[src/rtl/btn_debounce.sv]
// btn_debounce: per-button synchroniser and debouncer for the calculator's
// C/L/R push buttons. Each channel has a 2-flop synchroniser feeding a small
// FSM. The FSM accepts a level change only after DEBOUNCE_CYCLES consecutive
// synchronised samples at the new level. It outputs a clean level and a
// one-cycle press strobe.
//
// Optional build macro: BTN_RELEASE_PULSE_EN
//   When defined, the module adds an o_release port. It carries a one-cycle
//   strobe for each accepted release (1->0). When undefined, the port and its
//   logic do not exist.
//
// Sizing notes:
//   DEBOUNCE_CYCLES must be at least 2.
//   CNT_LEN must be wide enough that 2**CNT_LEN > DEBOUNCE_CYCLES.
//   Reset is synchronous and active-high.

module btn_debounce #(
  parameter int N_BTN           = 3,
  parameter int DEBOUNCE_CYCLES = 1000000,
  parameter int CNT_LEN         = 20
) (
  input  logic             i_clk,
  input  logic             i_reset,
  input  logic [N_BTN-1:0] i_btn,
  output logic [N_BTN-1:0] o_level,
`ifdef BTN_RELEASE_PULSE_EN
  output logic [N_BTN-1:0] o_release,
`endif
  output logic [N_BTN-1:0] o_pulse
);

  // The terminal count is DEBOUNCE_CYCLES-1. A change is accepted on the
  // DEBOUNCE_CYCLES-th consecutive sample at the new level, because the first
  // such sample already loads the counter with 1.
  localparam logic [CNT_LEN-1:0] CNT_LAST = CNT_LEN'(DEBOUNCE_CYCLES - 1);
  localparam logic [CNT_LEN-1:0] CNT_ONE  = CNT_LEN'(1);

  typedef enum logic [1:0] {
    IDLE_LOW  = 2'd0,
    WAIT_HIGH = 2'd1,
    IDLE_HIGH = 2'd2,
    WAIT_LOW  = 2'd3
  } debState_t;

  for (genvar g = 0; g < N_BTN; g++) begin : gChan

    logic               syncMeta;
    logic               syncOut;
    debState_t          state;
    logic [CNT_LEN-1:0] cnt;
    logic               levelReg;
    logic               pulseReg;
`ifdef BTN_RELEASE_PULSE_EN
    logic               releaseReg;
`endif

    // Two-flop synchroniser bringing the asynchronous button level into i_clk
    always_ff @(posedge i_clk) begin
      if (i_reset) begin
        syncMeta <= 1'b0;
        syncOut  <= 1'b0;
      end else begin
        syncMeta <= i_btn[g];
        syncOut  <= syncMeta;
      end
    end

    // Debounce FSM: qualify each level change by a run of identical samples
    always_ff @(posedge i_clk) begin
      if (i_reset) begin
        state      <= IDLE_LOW;
        cnt        <= '0;
        levelReg   <= 1'b0;
        pulseReg   <= 1'b0;
`ifdef BTN_RELEASE_PULSE_EN
        releaseReg <= 1'b0;
`endif
      end else begin
        pulseReg   <= 1'b0;
`ifdef BTN_RELEASE_PULSE_EN
        releaseReg <= 1'b0;
`endif
        case (state)
          IDLE_LOW: begin
            if (syncOut) begin
              state <= WAIT_HIGH;
              cnt   <= CNT_ONE;
            end
          end
          WAIT_HIGH: begin
            if (!syncOut) begin
              state <= IDLE_LOW;
              cnt   <= '0;
            end else if (cnt == CNT_LAST) begin
              state    <= IDLE_HIGH;
              levelReg <= 1'b1;
              pulseReg <= 1'b1;
              cnt      <= '0;
            end else begin
              cnt <= cnt + CNT_ONE;
            end
          end
          IDLE_HIGH: begin
            if (!syncOut) begin
              state <= WAIT_LOW;
              cnt   <= CNT_ONE;
            end
          end
          WAIT_LOW: begin
            if (syncOut) begin
              state <= IDLE_HIGH;
              cnt   <= '0;
            end else if (cnt == CNT_LAST) begin
              state    <= IDLE_LOW;
              levelReg <= 1'b0;
              cnt      <= '0;
`ifdef BTN_RELEASE_PULSE_EN
              releaseReg <= 1'b1;
`endif
            end else begin
              cnt <= cnt + CNT_ONE;
            end
          end
          default: begin
            state    <= IDLE_LOW;
            cnt      <= '0;
            levelReg <= 1'b0;
          end
        endcase
      end
    end

    assign o_level[g]   = levelReg;
    assign o_pulse[g]   = pulseReg;
`ifdef BTN_RELEASE_PULSE_EN
    assign o_release[g] = releaseReg;
`endif

  end : gChan

endmodule

[config.mk]
export PLATFORM = sky130hd
export DESIGN_NAME = btn_debounce
export DESIGN_NICKNAME = d
export VERILOG_FILES = /design/src/rtl/btn_debounce.sv
export SDC_FILE = /design/constraint.sdc
export NUM_CORES = 1
export LEC_CHECK = 0
export CELL_PAD_IN_SITES_DETAIL_PLACEMENT = 1
export CELL_PAD_IN_SITES_GLOBAL_PLACEMENT = 1
export CORE_UTILIZATION = 40
export CTS_CLUSTER_SIZE = 14
export DETAILED_ROUTE_END_ITERATION = 6
export HOLD_SLACK_MARGIN = 0.08
export PLACE_DENSITY = 0.67
export SLEW_MARGIN = 20
export SYNTH_ARGS = -nofsm -noshare
export SYNTH_HDL_FRONTEND = slang
export SYNTH_SLANG_ARGS = --single-unit
[constraint.sdc]
create_clock -name i_clk -period 2.5 [get_ports i_clk]
set_input_delay 0.375 -clock i_clk [delete_from_list [all_inputs] [get_ports i_clk]]
set_output_delay 0.375 -clock i_clk [all_outputs]
set_load 0.01 [all_outputs]
# Yosys cells after proc, flatten, opt, wreduce, memory -nomap -nowiden

Index checks and enable logic that the tools add are counted.

Output and inout bits: 6
Flip-flop bits (word level): 78
Input bits: 5
Word-level logic and storage cells: 138

Eq/ne operators: 36
Reduce and logical (&&, ||, !) cells: 18
Bitwise operators: 6
Muxes and demuxes: 57
Add/sub/neg operators: 3

Operators with widths:

| operator                                            | number |
|---|---|
| two-way mux 20 bit                                  | 15 |
| one-hot mux 20 bit (4 select lines)                 | 3 |
| adder 20 x 1 -> 20 bit, second input constant       | 3 |
| equality test 20 bit, second input constant         | 3 |
| two-way mux 2 bit                                   | 18 |
| inequality test 2 bit, second input constant        | 18 |
| one-hot mux 2 bit (4 select lines)                  | 3 |
| inequality test 3 bit, second input constant        | 6 |
| two-way mux 1 bit                                   | 15 |
| AND reduction 5 bit                                 | 3 |
| equality test 2 bit, second input constant          | 6 |
| AND reduction 4 bit                                 | 3 |
| OR reduction 3 bit                                  | 3 |
| equality test 2 x 1 -> 1 bit, second input constant | 3 |
| zero test 2 bit                                     | 3 |
| inverter 1 bit                                      | 6 |
| one-hot mux 1 bit (2 select lines)                  | 3 |
| AND reduction 2 bit                                 | 3 |
| nonzero test 2 bit                                  | 3 |

# Logic depth before layout (Yosys ltp)

Depth after elaboration: 4
Depth in mapped cells: 8
Gate-level depth less buffers: 6

# Worst setup path before layout

No wires, ideal clock.

Path kind: flip-flop to flip-flop
Start point: register gChan[2].cnt[0]
End point: register gChan[2].cnt[18]
Cell stages (with the launch flop): 7
Clock period less this slack: 1.936 ns
Required time: 2.378 ns
Path slack: 0.564 ns
Library setup time: 0.122 ns
Path buffers: 0
Data arrival time: 1.814 ns
Cell sequence: dfxtp_1 ha_1 nand3_2 nor3_1 nand4_1 and3_1 a221o_1

Longest elaborated chain between the ends: 4
Elaborated cells between the ends (all ways): 6
Classes of those cells: 1 x add/sub; 1 x eq/ne; 4 x mux

Ends and longest elaborated chain:

| item                                                                  | RTL line | text |
|---|---|---|
| from (decl)                                                           | 50       | `logic [CNT_LEN-1:0] cnt;` |
| from (signal assigned)                                                | 100      | `cnt <= cnt + CNT_ONE;` |
| from (signal assigned)                                                | 121      | `cnt <= cnt + CNT_ONE;` |
| adder 20 x 1 -> 20 bit / equality test 20 bit (equally long branches) | --       |  |
| two-way mux 20 bit *                                                  | 94, 113  |  |
| two-way mux 20 bit, on equally long branches                          | 110, 91  |  |
| one-hot mux 20 bit (4 select lines) *                                 | 83       | `case (state)` |

Mark *: on every way between the ends. The rest lies on a longest branch, timed or not.
A chain may end at the register's enable or synchronous reset.

# Worst setup path in the final report

Start point: register gChan[1].cnt[0]
End point: register gChan[1].cnt[17]

Longest elaborated chain between the ends: 4
Elaborated cells between the ends (all ways): 6
Classes of those cells: 1 x add/sub; 1 x eq/ne; 4 x mux

Ends and longest elaborated chain:

| item                                                                  | RTL line |
|---|---|
| from (decl)                                                           | 50 |
| from (signal assigned)                                                | 100 |
| from (signal assigned)                                                | 121 |
| adder 20 x 1 -> 20 bit / equality test 20 bit (equally long branches) | -- |
| two-way mux 20 bit *                                                  | 94, 113 |
| two-way mux 20 bit, on equally long branches                          | 110, 91 |
| one-hot mux 20 bit (4 select lines) *                                 | 83 |

Marks and branches as above.

==> summary.md <==
| Metric | Value |
|---|---|
| Leak | 1.54 nW |
| Placer Congestion | between 0.8 and 0.9 |
| Hold_ws | 454 ps |
| Final wirelength | 9.67 mm |
| RSZ-0062 raised after global routing | false |
| Period minus WS final | between 2000 and 2500 ps |
| Starting Density | 42.0% |
| Status | completed |
| DR vias | 3,477 |
| Mapped Nets | 472 |
| # clock sinks | approximately 80 |
| Drt first pass iters | 5 |
| Ys flop type | dfxtp_1 |
| Power per cell area | between 500 and 600 mW/mm2 |
| Skew final | 14.0 ps |
| Crit Reg-Reg Endpoint | gChan[1].cnt[17]$_SDFFE_PP0P_ |
| Tot Pwr | ~2.5 mW |
| Initial antenna violation count | 0 |
| Slew Limit Headroom | 60.4% |
| Clock-pin slew on the worst setup and hold paths | ~80 ps |
| Fillcell total | 1,136 |
| H-tree Lvls | 3 |
| Reg2reg start | gChan[1].cnt[0]$_SDFFE_PP0P_ |
| Remaining antenna violation count | 0 |
| DR DRC count | 0 |
| IO Port Bufs | 10 |
| Max-slew violations | 0 |
| Clk root buf | clkbuf_8 |
| Ys async rst share | 0% |
| Ys Warns | 0 |
| Register-to-register setup slack | between 300 and 400 ps |
| Num CTS Buffers | 9 |
| HP Class | reg2reg |
| Startpoint Class | flip-flop |
| Netlist cell types | 57 |
| Diode count | 0 |
| Synthesized area | 0.00395 mm2 |
| Mapped Cells | around 460 |
| Chip width | 101 um |
| Peak supply drop | around 360 uV |
| Hold Vio Cnt, Final | 0 |
| Total negative setup slack | 0 ps |
| Area growth, synth to finish | 11.7% |
| Fmax achieved | 466 MHz |
| Pin count of the biggest net entering global routing | 34 |
| Final Setup Violations | 0 |
| Setup crit start | gChan[1].cnt[0]$_SDFFE_PP0P_ |
| Placed cell count | 589 |
| Post-route clock period utilization | a little under nine tenths |
| Floorplan row count | 35 |
| CP Capture Type | flip-flop |
| Setup bufs post-CTS | 0 |
| Nets | 479 |
| Wire per inst | 16.0 um |
| Worst skew pair latency | 360 ps |
| Global-route wire length before repair | 16.8 mm |
| Die Height | 101 um |
| Non-Filler Instances | just over 600 |
| CTS tree | yes |
| Post-CTS Resized | 0 |
| Sequential share of the synthesized area | 39.5% |
| GRT Total Usage | 20.8% |
| Gr ovfl total | 0 |
| Max Cap Violations | 0 |
| Vias in the first global route | 3,518 |
| 1st-iter DRT viols | 86 |
| CTS Hold Bufs | 0 |
| CP required | 2750 ps |
| Detailed Place HPWL | 6.83 mm |
| Critical Path End | gChan[1].cnt[17]$_SDFFE_PP0P_ |
| Die footprint | 0.0103 mm2 |
| Via-to-Cell Ratio | 5.76 |
| Share of layout cells above drive strength 1 | 8.42% |
| Syn_area_per_cell | 8.51 um2 |
| Slew @ Worst Pin | approximately 590 ps |
| Worst Path Max Fanout | 18 |
| Worst Setup Path Type | reg2reg |
| Worst r2r path cells | 7 |
| Clock Tree Buf Depth | 2 |
| Core Area | 0.00942 mm2 |
| Number of flops mapped to enable cells by yosys | 0 |
| Top-level port count | 11 |
| Worst EP arrival | 2390 ps |
| Register bit total from synthesis | 78 |
[per-stage QoR]
step | cell area (um2) | utilization [%] | worst slack (ps)
after floorplan | 3950 | - | 564
after global placement | 4170 | 44.3 | 449
after detailed placement | 4170 | 44.3 | 398
after CTS | 4410 | 46.8 | 365
after global routing | 4410 | 46.8 | 168
final | 4410 | 46.8 | 355
[power breakdown]
group          internal (mW)  switching [mW]  total (mW)
clock                  0.684           0.463        1.15
combinational         0.0441          0.0648       0.109
sequential              1.26          0.0144        1.27
total                   1.98           0.543        2.53
[synth_stat cells (9+ instances only)]
cell      number  area share, %
mux2i_1       14            3.5
nor2_1        33            3.1
nand2b_1      10            1.6
a22o_1        12            2.7
inv_1         10           0.95
and3_1         9            1.4
nand2_1       49            4.7
dfxtp_1       78             40
a21oi_1       34            4.3
a31oi_1       23            3.6
nand4_1       22            3.5
o21ai_0       14            1.8
nor3_1        11            1.4
nand3_1       33            4.2
[worst max-delay path: stages, from the launching register on]
cell and delay (ps):
dfxtp_1 420, ha_1 230, nand3_1 200, nor4_4 410, a211oi_2 130, buf_4 210, and3_1 170, a221o_1 250
[how the worst min path moves through the flow]
stage               cells past startpoint                          from  slack (ps)                           to
global route                            1  gChan[2].syncMeta$_SDFF_PP0_         480  gChan[2].syncOut$_SDFF_PP0_
global placement                        1  gChan[0].syncMeta$_SDFF_PP0_         430  gChan[0].syncOut$_SDFF_PP0_
detailed placement                      1  gChan[0].syncMeta$_SDFF_PP0_         450  gChan[0].syncOut$_SDFF_PP0_
finish                                  1  gChan[0].syncMeta$_SDFF_PP0_         450  gChan[0].syncOut$_SDFF_PP0_
CTS                                     1  gChan[0].syncMeta$_SDFF_PP0_         460  gChan[0].syncOut$_SDFF_PP0_
floorplan                               1  gChan[0].syncMeta$_SDFF_PP0_         410  gChan[0].syncOut$_SDFF_PP0_
[routing by layer]
metal  GRT usage [%]  vias up  routed length [um]
met3            4.55       14                 234
li1                -     1736                   -
met2            34.5       30                4440
met1            26.7     1697                4860
met4            7.25        0                 142
met5               0        -                   0
[cell type report]
class	instances	area, um2	area share (%)
Tap cell	129	161	3.66
Timing Repair Buffer	22	215	4.88
Sequential cell	78	1560	35.4
Clock buffer	11	141	3.21
Multi-Input combinational cell	349	2190	49.8
Clock inverter	4	95.1	2.16
Inverter	11	41.3	0.936
[placed cells by master, fill, tap and decap left out, types with 11 or more instances in the layout]
| cell type | netlist | routed |
|---|---|---|
| nor3_1 | 11 | 11 |
| mux2i_1 | 14 | 14 |
| nor2_1 | 33 | 33 |
| dfxtp_1 | 78 | 78 |
| a31oi_1 | 23 | 23 |
| nand3_1 | 33 | 33 |
| nand2_1 | 49 | 49 |
| o21ai_0 | 14 | 14 |
| nand4_1 | 22 | 22 |
| a22o_1 | 12 | 12 |
| a21oi_1 | 34 | 34 |
[kinds of logic (layout without fill, tap and decap cells)]
group                      count (synthesis)  in the layout  synth area share (%)
muxes                                     14             14                  3.55
AOI/OAI and AO/OA                        112            112                  18.6
adders and majority gates                  3              3                 0.950
xor gates and xnor gates                  11             11                  2.44
buffers and inverters                     37             48                  5.04
DFF                                       78             78                  39.5
and+or+nand+nor                          209            209                  29.9
[flip-flops by register name (all words and copies together) (netlist names), named ones only]
register / cells
gChan.pulseReg: 3
gChan.levelReg: 3
gChan.syncOut: 3
gChan.cnt: 60
gChan.syncMeta: 3
gChan.state: 3
No activity file was read; power rests on OpenSTA's default activity.
